`config.mk`:
```
export PLATFORM = sky130hd
export DESIGN_NAME = blk_grid_seq
export DESIGN_NICKNAME = d
export VERILOG_FILES = /design/src/rtl/vid_pkg.sv /design/src/rtl/edge_det.sv /design/src/rtl/blk_grid_seq.sv
export SDC_FILE = /design/constraint.sdc
export NUM_CORES = 1
export LEC_CHECK = 0
export ABC_AREA = 1
export CORE_ASPECT_RATIO = 0.9
export CORE_MARGIN = 1
export CORE_UTILIZATION = 35
export CTS_CLUSTER_DIAMETER = 80
export CTS_CLUSTER_SIZE = 25
export DETAILED_ROUTE_END_ITERATION = 10
export REMOVE_ABC_BUFFERS = 1
export SKIP_LAST_GASP = 1
export SLEW_MARGIN = 20
export SYNTH_ARGS = -nofsm -noshare
export SYNTH_HDL_FRONTEND = slang
export SYNTH_SLANG_ARGS = --single-unit
```
`constraint.sdc`:
```
create_clock -name clk_i -period 1.3 [get_ports clk_i]
set_input_delay 0.26 -clock clk_i [delete_from_list [all_inputs] [get_ports clk_i]]
set_output_delay 0.26 -clock clk_i [all_outputs]
set_load 0.05 [all_outputs]
```
`src/rtl/vid_pkg.sv`:
```
// Shared video-timing types, default geometry and helpers for the block-luma path.
package vid_pkg;

  typedef enum logic [1:0] {
    S_WAIT_VS,
    S_VS,
    S_BLANK,
    S_LINE
  } state_e;

  localparam int unsigned WN_DEF = 1920;
  localparam int unsigned KH_DEF = 20;
  localparam int unsigned KV_DEF = 10;
  // Left/right active-area margins; zero for the current sensor.
  localparam int unsigned ML_DEF = 0;
  localparam int unsigned MR_DEF = 0;

  function automatic int unsigned blocks_per_line(int unsigned wn, int unsigned kh);
    return wn / kh;
  endfunction

endpackage

```
`src/rtl/edge_det.sv`:
```
// Single-bit rise/fall pulse generator built from a registered copy of the input.
module edge_det (
  input  logic clk_i,
  input  logic rst_ni,
  input  logic d_i,
  output logic rise_o,
  output logic fall_o
);

  logic d_q;

  always_ff @(posedge clk_i) begin
    if (!rst_ni) begin
      d_q <= 1'b0;
    end else begin
      d_q <= d_i;
    end
  end

  assign rise_o = d_i & ~d_q;
  assign fall_o = ~d_i & d_q;

endmodule

```
`src/rtl/blk_grid_seq.sv`:
```
// Block-grid sequencer: turns raw vs/hs/de timing into accumulate, swap and clear controls.
// Optional per-frame line/pixel statistics are enabled with BLK_GRID_SEQ_STATS_EN.
module blk_grid_seq
  import vid_pkg::*;
#(
  parameter int unsigned WN = WN_DEF,
  parameter int unsigned KH = KH_DEF,
  parameter int unsigned KV = KV_DEF,
  localparam int unsigned NB = blocks_per_line(WN, KH),
  localparam int unsigned IW = $clog2(NB),
  localparam int unsigned VW = $clog2(KV)
) (
  input  logic          clk_i,
  input  logic          rst_ni,
  input  logic          vs_i,
  input  logic          hs_i,
  input  logic          de_i,
  output logic          acc_en_o,
  output logic [IW-1:0] acc_idx_o,
  output logic          swap_o,
  output logic          clr_o,
  output logic          frame_o,
  output logic [VW-1:0] vp_o,
  output logic          err_o,
  output logic          locked_o
`ifdef BLK_GRID_SEQ_STATS_EN
  ,
  output logic [15:0]   lines_o,
  output logic [31:0]   pix_o
`endif
);

  localparam int unsigned HW = $clog2(KH);
  // Wide enough to see a line that runs past WN without wrapping.
  localparam int unsigned PW = $clog2(WN + 1) + 1;

  logic vs_rise, vs_fall, hs_rise, de_fall;
  logic unused_hs_fall, unused_de_rise, unused_vs_fall;

  edge_det u_vs_edge (.clk_i(clk_i), .rst_ni(rst_ni), .d_i(vs_i), .rise_o(vs_rise),
                      .fall_o(vs_fall));
  edge_det u_hs_edge (.clk_i(clk_i), .rst_ni(rst_ni), .d_i(hs_i), .rise_o(hs_rise),
                      .fall_o(unused_hs_fall));
  edge_det u_de_edge (.clk_i(clk_i), .rst_ni(rst_ni), .d_i(de_i), .rise_o(unused_de_rise),
                      .fall_o(de_fall));

  assign unused_vs_fall = vs_fall;

  state_e        state_q, state_d;
  logic [HW-1:0] h_q, h_d;
  logic [IW-1:0] hb_q, hb_d;
  logic          ovf_q, ovf_d;
  logic [PW-1:0] pcnt_q, pcnt_d;
  logic [VW-1:0] vp_q, vp_d;
  logic          err_q, err_d;
  logic          locked_q, locked_d;
  logic          acc_en_q, acc_en_d;
  logic [IW-1:0] acc_idx_q, acc_idx_d;
  logic          swap_q, swap_d;
  logic          clr_q, clr_d;
  logic          frame_q, frame_d;

  logic in_frame, pix, line_end;

  assign in_frame = (state_q == S_BLANK) || (state_q == S_LINE);
  // vs has priority over both pixel and line-end handling in the same cycle.
  assign pix      = in_frame && de_i && !vs_i;
  assign line_end = (state_q == S_LINE) && de_fall && !vs_i;

  always_comb begin
    state_d   = state_q;
    h_d       = h_q;
    hb_d      = hb_q;
    ovf_d     = ovf_q;
    pcnt_d    = pcnt_q;
    vp_d      = vp_q;
    err_d     = err_q;
    locked_d  = locked_q;
    acc_en_d  = 1'b0;
    acc_idx_d = acc_idx_q;
    swap_d    = 1'b0;
    clr_d     = 1'b0;
    frame_d   = 1'b0;

    if (hs_rise && de_i && in_frame) begin
      err_d = 1'b1;
    end

    unique case (state_q)
      S_WAIT_VS: begin
        if (vs_i) state_d = S_VS;
      end
      S_VS: begin
        if (!vs_i) begin
          state_d = S_BLANK;
          frame_d = 1'b1;
          h_d     = '0;
          hb_d    = '0;
          ovf_d   = 1'b0;
          pcnt_d  = '0;
          vp_d    = '0;
          err_d   = 1'b0;
        end
      end
      S_BLANK: begin
        if (vs_i) begin
          state_d = S_VS;
        end else if (de_i) begin
          state_d = S_LINE;
        end
      end
      S_LINE: begin
        if (vs_i) begin
          state_d = S_VS;
        end else if (!de_i) begin
          state_d = S_BLANK;
        end
      end
      default: state_d = S_WAIT_VS;
    endcase

    if (pix) begin
      acc_idx_d = hb_q;
      if (pcnt_q != '1) pcnt_d = pcnt_q + 1'b1;
      // ovf_q marks that the last block of the line has been filled.
      if (ovf_q) begin
        err_d = 1'b1;
      end else begin
        acc_en_d = 1'b1;
        if (h_q == HW'(KH - 1)) begin
          h_d = '0;
          if (hb_q == IW'(NB - 1)) begin
            ovf_d = 1'b1;
          end else begin
            hb_d = hb_q + 1'b1;
          end
        end else begin
          h_d = h_q + 1'b1;
        end
      end
    end

    if (line_end) begin
      if (pcnt_q != PW'(WN)) err_d = 1'b1;
      h_d    = '0;
      hb_d   = '0;
      ovf_d  = 1'b0;
      pcnt_d = '0;
      if (vp_q == VW'(KV - 1)) begin
        vp_d   = '0;
        swap_d = 1'b1;
      end else begin
        vp_d = vp_q + 1'b1;
      end
    end

    if (vs_rise) begin
      if ((vp_q != '0) || (state_q == S_LINE)) clr_d = 1'b1;
      if (state_q == S_LINE) err_d = 1'b1;
      if (state_q == S_BLANK) locked_d = ~err_q;
    end
  end

  always_ff @(posedge clk_i) begin
    if (!rst_ni) begin
      state_q   <= S_WAIT_VS;
      h_q       <= '0;
      hb_q      <= '0;
      ovf_q     <= 1'b0;
      pcnt_q    <= '0;
      vp_q      <= '0;
      err_q     <= 1'b0;
      locked_q  <= 1'b0;
      acc_en_q  <= 1'b0;
      acc_idx_q <= '0;
      swap_q    <= 1'b0;
      clr_q     <= 1'b0;
      frame_q   <= 1'b0;
    end else begin
      state_q   <= state_d;
      h_q       <= h_d;
      hb_q      <= hb_d;
      ovf_q     <= ovf_d;
      pcnt_q    <= pcnt_d;
      vp_q      <= vp_d;
      err_q     <= err_d;
      locked_q  <= locked_d;
      acc_en_q  <= acc_en_d;
      acc_idx_q <= acc_idx_d;
      swap_q    <= swap_d;
      clr_q     <= clr_d;
      frame_q   <= frame_d;
    end
  end

  assign acc_en_o  = acc_en_q;
  assign acc_idx_o = acc_idx_q;
  assign swap_o    = swap_q;
  assign clr_o     = clr_q;
  assign frame_o   = frame_q;
  assign vp_o      = vp_q;
  assign err_o     = err_q;
  assign locked_o  = locked_q;

`ifdef BLK_GRID_SEQ_STATS_EN
  logic [15:0] lines_cnt_q, lines_q;
  logic [31:0] pix_cnt_q, pix_q;

  always_ff @(posedge clk_i) begin
    if (!rst_ni) begin
      lines_cnt_q <= '0;
      pix_cnt_q   <= '0;
      lines_q     <= '0;
      pix_q       <= '0;
    end else if (vs_rise) begin
      lines_q     <= lines_cnt_q;
      pix_q       <= pix_cnt_q;
      lines_cnt_q <= '0;
      pix_cnt_q   <= '0;
    end else begin
      if (line_end && (lines_cnt_q != '1)) lines_cnt_q <= lines_cnt_q + 1'b1;
      if (pix && (pix_cnt_q != '1)) pix_cnt_q <= pix_cnt_q + 1'b1;
    end
  end

  assign lines_o = lines_q;
  assign pix_o   = pix_q;
`endif

endmodule
```
# --- After elaboration in Yosys (flattened, before gate mapping) ---
# Index checks and enable logic that the tools add are counted.
classes:
  n_addsub: 4
  mux: 45
  bitwise_logic: 8
  reduce_logical: 20
  eq_ne: 13
ops:
  columns: ["op", "n"]
  rows:
  - ["$mux 12", 4]
  - ["$mux 7", 6]
  - ["$mux 5", 5]
  - ["$mux 1", 19]
  - ["$mux 4", 4]
  - ["$add 12x1->12 const B", 1]
  - ["$mux 2", 6]
  - ["$ne 12x11->1 const B", 1]
  - ["$ne 12x12->1 const B", 1]
  - ["$reduce_and 2->1", 6]
  - ["$pmux 2 s4", 1]
  - ["$add 7x1->7 const B", 1]
  - ["$eq 7x7->1 const B", 1]
  - ["$logic_and 1x1->1", 6]
  - ["$ne 3x3->1 const B", 2]
  - ["$add 5x1->5 const B", 1]
  - ["$eq 5x5->1 const B", 1]
  - ["$not 1->1", 5]
  - ["$add 4x1->4 const B", 1]
  - ["$eq 2x2->1 const B", 2]
  - ["$eq 4x4->1 const B", 1]
  - ["$ne 2x2->1 const B", 2]
  - ["$reduce_and 4->1", 1]
  - ["$reduce_bool 4->1", 1]
  - ["other kinds (8)", 11]
word_totals:
  in_bits: 5
  output_inout_bits: 17
  regBits: 47

# --- Logic depth before layout (Yosys ltp) ---
logic_depth:
  depth_word: 13
  mapped_depth: 9
  ltp_nobuf: 9

# --- Modules after synthesis ---
# A second synthesis with hierarchy kept.
hier_totals:
  cells_unflattened: 351
  area_unflattened_um2: 2458.6
by_module_without_submodules:
  columns: ["module", "cells_each", "area_per_inst_um2", "instances"]
  rows:
  - ["blk_grid_seq", 330, 2323.5, 1]
  - ["edge_det", 7, 45.0, 3]

# --- Worst setup path after synthesis ---
# OpenSTA, ideal clock, no wires.
synth_path:
  path_type: "register to register"
  start: "reg vp_q[1] (netlist: vp_o[1])"
  end: "reg vp_q[3] (netlist: vp_o[3])"
  arrival_time_ps: 1578
  path_buffers: 0
  stages_incl_launch_ff: 7
  period_less_slack_ps: 1649
  slack_ps: -349
  setup_ps: 70
  cell_sequence: "dfxtp_1 > inv_1 > ha_1 > nand3_1 > nor3b_1 > nand3_1 > a21oi_1"
synth_via:
  elab_chain_len: 3
  word_cells_on_any_way: 4
  classes_between: "add/sub (1); eq/ne (1); mux (2)"
synth_rtl:
  columns: ["element", "line", "rtl"]
  rows:
  - ["from (decl)", "blk_grid_seq.sv:54", "logic [VW-1:0] vp_q, vp_d;"]
  - ["from (signal assigned)", "blk_grid_seq.sv:185", "vp_q <= vp_d;"]
  - ["$add 4x1->4 / $eq 4x4->1 (equally long branches)", "blk_grid_seq.sv:153, blk_grid_seq.sv:149", null]
  - ["$mux 4 (*)", "blk_grid_seq.sv:149", "if (vp_q == VW'(KV - 1)) begin"]
  - ["$mux 4 (*)", "blk_grid_seq.sv:143", "if (line_end) begin"]
# Mark *: on every way between the ends. The rest lies on a longest branch, timed or not.
# A chain may end at the register's enable or synchronous reset.

# --- Final worst setup path ---
layout_path:
  start: "reg pcnt_q[0]"
  end: "reg pcnt_q[11]"
layout_via:
  elab_chain_len: 3
  word_cells_on_any_way: 4
  classes_between: "add/sub (1); eq/ne (1); mux (2)"
layout_rtl:
  columns: ["element", "line", "rtl"]
  rows:
  - ["from (decl)", "blk_grid_seq.sv:53", "logic [PW-1:0] pcnt_q, pcnt_d;"]
  - ["from (signal assigned)", "blk_grid_seq.sv:184", "pcnt_q <= pcnt_d;"]
  - ["$add 12x1->12 / $ne 12x12->1 (equally long branches)", "blk_grid_seq.sv:124", "if (pcnt_q != '1) pcnt_d = pcnt_q + 1'b1;"]
  - ["$mux 12 (*)", "blk_grid_seq.sv:124", null]
  - ["$mux 12 (*)", "blk_grid_seq.sv:122", "if (pix) begin"]
# Marks and branches as above.

==> flow_summary_export.csv <==
group,metric,value,unit
die,die_h,79.3,um
sta,slew_headroom,78.5,%
sta,finalHoldViolCount,0,
die,dieArea,6970,um2
setup_path,crit_buf_inv,2,
clock_network,clock-sinks,47,
clock_network,cts_tree,"done",
logic_synthesis,yosysMostFrequentCell,"nand2_1",
logic_synthesis,yosys-mux-area-fraction,0,%
clock_network,clkLatencyLatePin,0.30,ns
placement,gp_congestion,0.897,
setup_path,cp.required,1.49,ns
die,pin_count,22,
detailed_routing,route.detailed.drc,0,
detailed_routing,drt_iter0_drc,192,
power,seqPwrFrac,57.8,%
sta,slew_viol_final,0,
setup_path,crit_type,"reg -> reg",
logic_synthesis,synth_async_sr_flop_share,0,%
power,internal_power,1.91,mW
global_routing,grt_max_degree,13,
die,fp-row-count,27,
power,p_switching,0.622,mW
setup_path,cp_top_family,"simple AND/OR/NAND/NOR gates",
placement,dp_hpwl,4.50,mm
setup_path,critPathArrivalTime,1.56,ns
die,dieWidth,87.9,um
logic_synthesis,syn_area,2320,um2
logic_synthesis,synth-seq-cells,47,
die,initial_core_util,37.2,%
final_layout,fin_util,59.0,%
logic_synthesis,synth_warnings,0,
die,coreArea,6250,um2
worst_hold_path,hp-class,"in -> reg",
global_routing,grt_antenna_before_repair,0,
power,pwr-share-clk,33.0,%
global_routing,grt-ovfl-total,0,
sta,tightest_slew,0.319,ns
power,p_comb_share,9.1,%
setup_path,worstSetupEndpointType,"flop",
clock_network,clkTransAtPathRegs,0.09,ns
power,swShare,24.6,%
logic_synthesis,synth_cell_types,27,
logic_synthesis,synth_edf_count,0,
placement,dp.cells,505,
power,leakagePower,1.50,nW
logic_synthesis,syn_inst,345,
power,p_per_area,687,nW/um2
logic_synthesis,syn_avg_cell_area,6.73,um2
outcome,outcome,"complete, but fails checks",
clock_network,htree_levels,2,
sta,period_needed,1.37,ns
detailed_routing,vias,2509,
logic_synthesis,ys_seq_area_share,40.5,%
sta,fmax,0.730,GHz
detailed_routing,drt-total-wl,6.52,mm
logic_synthesis,synth_area_leaders,"dfxtp_1 (41%), nand2_1 (13%), nor2_1 (9.2%)",
logic_synthesis,synth_adder_area_share,3.77,%
detailed_routing,dr.pass1.iters,4,
logic_synthesis,synth_top_family_by_area,"simple AND/OR/NAND/NOR gates",
logic_synthesis,synth_commonest_cells,"nand2_1 (79), nor2_1 (57), dfxtp_1 (47)",
clock_network,cts-root-buf,"clkbuf_8",
setup_path,crit_path_start_kind,"flop",
sta,grt_setup_unrepaired,"true",
logic_synthesis,synth_ff_type,"dfxtp_1",
setup_path,crit_fanout,3,
final_layout,stdcell_count,518,
setup_path,cp_cell_sequence,"buf_4 > buf_4 > nand3_2 > nor2_2 > nand3_2 > nor3_2 > nor2_1",
setup_path,critical-path-slowest-cell,"dfxtp_2",
placement,portBuffers,21,
final_layout,diodes,0,
detailed_routing,viasPerCell,4.84,
final_layout,final_nets,444,
final_layout,area_delta_synth_final,58.7,%
sta,fin_skew,0.0111,ns
final_layout,drive_above_1_share,36.9,%
setup_path,slowest_delay,0.36,ns
sta,setup_viol,6,
global_routing,grt_pass1_wl,10.8,mm
logic_synthesis,synth-xor-area-share,1.13,%
clock_network,cts_buffer_depth,2,
sta,fin_crit_sh,105,%
logic_synthesis,yosys.area.top_type,"dfxtp_1",
logic_synthesis,synth_compound_area_share,11.4,%
logic_synthesis,synth.top_cell.area_share,40.5,%
clock_network,cts_inserted_buffers,5,
flow_run,cap_violations,0,
global_routing,first_global_vias,2376,
global_routing,track_usage,19.8,%
power,ir_drop,418,uV
detailed_routing,routedWlPerCell,12.6,um
outcome,violations,"setup timing",
sta,worst_slack,-0.0699,ns
logic_synthesis,yosys.area_share.simple,34.9,%
detailed_routing,antenna_left,0,
## power by group through the flow
stage / Combinational (mW) / Clock [mW] / Sequential [mW]
after floorplan: 0.0628 / 0 / 1.51
after global placement: 0.197 / 0 / 1.50
after detailed placement: 0.197 / 0 / 1.50
after CTS: 0.215 / 0.861 / 1.47
after global routing: 0.249 / 0.912 / 1.47
final: 0.231 / 0.835 / 1.46
## kinds of logic (layout without fill, tap and decap cells)
family / after synthesis / after routing
AO/OA/AOI/OAI: 52 / 52
XOR/XNOR: 3 / 3
adder cells (fa/ha/maj): 7 / 7
buffers and inverters: 48 / 133
flip-flops: 47 / 47
AND/OR/NAND/NOR: 188 / 189
## layer usage
metal | track usage [%] | vias up | routed length (um)
met2 | 31.0 | 47 | 3060
met3 | 3.22 | 13 | 203
li1 | - | 1281 | -
met4 | 6.07 | 0 | 111
met5 | 0 | - | 0
met1 | 27.8 | 1168 | 3150
## per-stage QoR
stage	setup TNS (ns)	worst slack (ns)	total power, mW	hold WS, ns	instance area, um2
floorplan	-2.55	-0.348	1.58	0.338	2280
global placement	-16.96	-0.638	1.69	0.473	3230
detailed placement	-18.46	-0.639	1.69	0.478	3230
CTS	-0.0805	-0.0385	2.54	0.467	3470
global route	-1.11	-0.124	2.63	0.268	3680
finish	-0.178	-0.0699	2.53	0.256	3680
## timing repair
action,4_1_cts,5_1_grt
gates resized for setup,41,62
pin swaps,18,22
cloned,1,0
setup buffers,3,3
hold buffers,0,0
setup endpoints to repair,32,29
## cell usage in the layout, fill, tap and decap left out, types with 2 or more instances in the layout
master,instances
a21oi_1,22
a21oi_2,3
buf_12,18
buf_4,57
buf_6,7
clkbuf_8,5
clkdlybuf4s50_1,2
dfxtp_1,39
dfxtp_2,6
dfxtp_4,2
ha_1,3
ha_4,3
inv_1,33
inv_2,6
inv_4,2
nand2_1,64
nand2_2,13
nand2_4,4
nand3_1,23
nand3_2,4
nand3_4,5
nand4_1,6
nor2_1,45
nor2_2,7
nor2_4,9
nor3_1,3
nor3_2,2
o21ai_0,16
o21ai_1,9
xor2_1,3
## area by class of cell
type	count	area, um2
sequential	47	956
clock buffer	6	72.6
inverter	41	159
timing repair buffer	86	901
multi-input combinational	251	1490
fill	564	2560
tap	87	109
## sequential cells by signal, summed over array words and instances (netlist names), 2 cells and up
signal / cells
hb_q: 7
h_q: 5
pcnt_q: 12
vp_o: 4
state_q: 2
acc_idx_o: 7
## worst register-to-register path, delay by kind of cell (launching register included)
family | cells | cell delay (ns)
simple gates | 5 | 0.67
flops | 1 | 0.36
buf+inv | 2 | 0.24
## final timing paths
kind / from / end / slack, ns / cells past startpoint
setup / recovery: pcnt_q[0] / pcnt_q[11] / -0.07 / 7
hold / removal: vs_i / state_q[1] / 0.26 / 2
setup reg to reg: pcnt_q[0] / pcnt_q[11] / -0.07 / 7
hold reg to reg: locked_o / locked_o / 0.50 / 2
(Power assumes the default switching activity.)
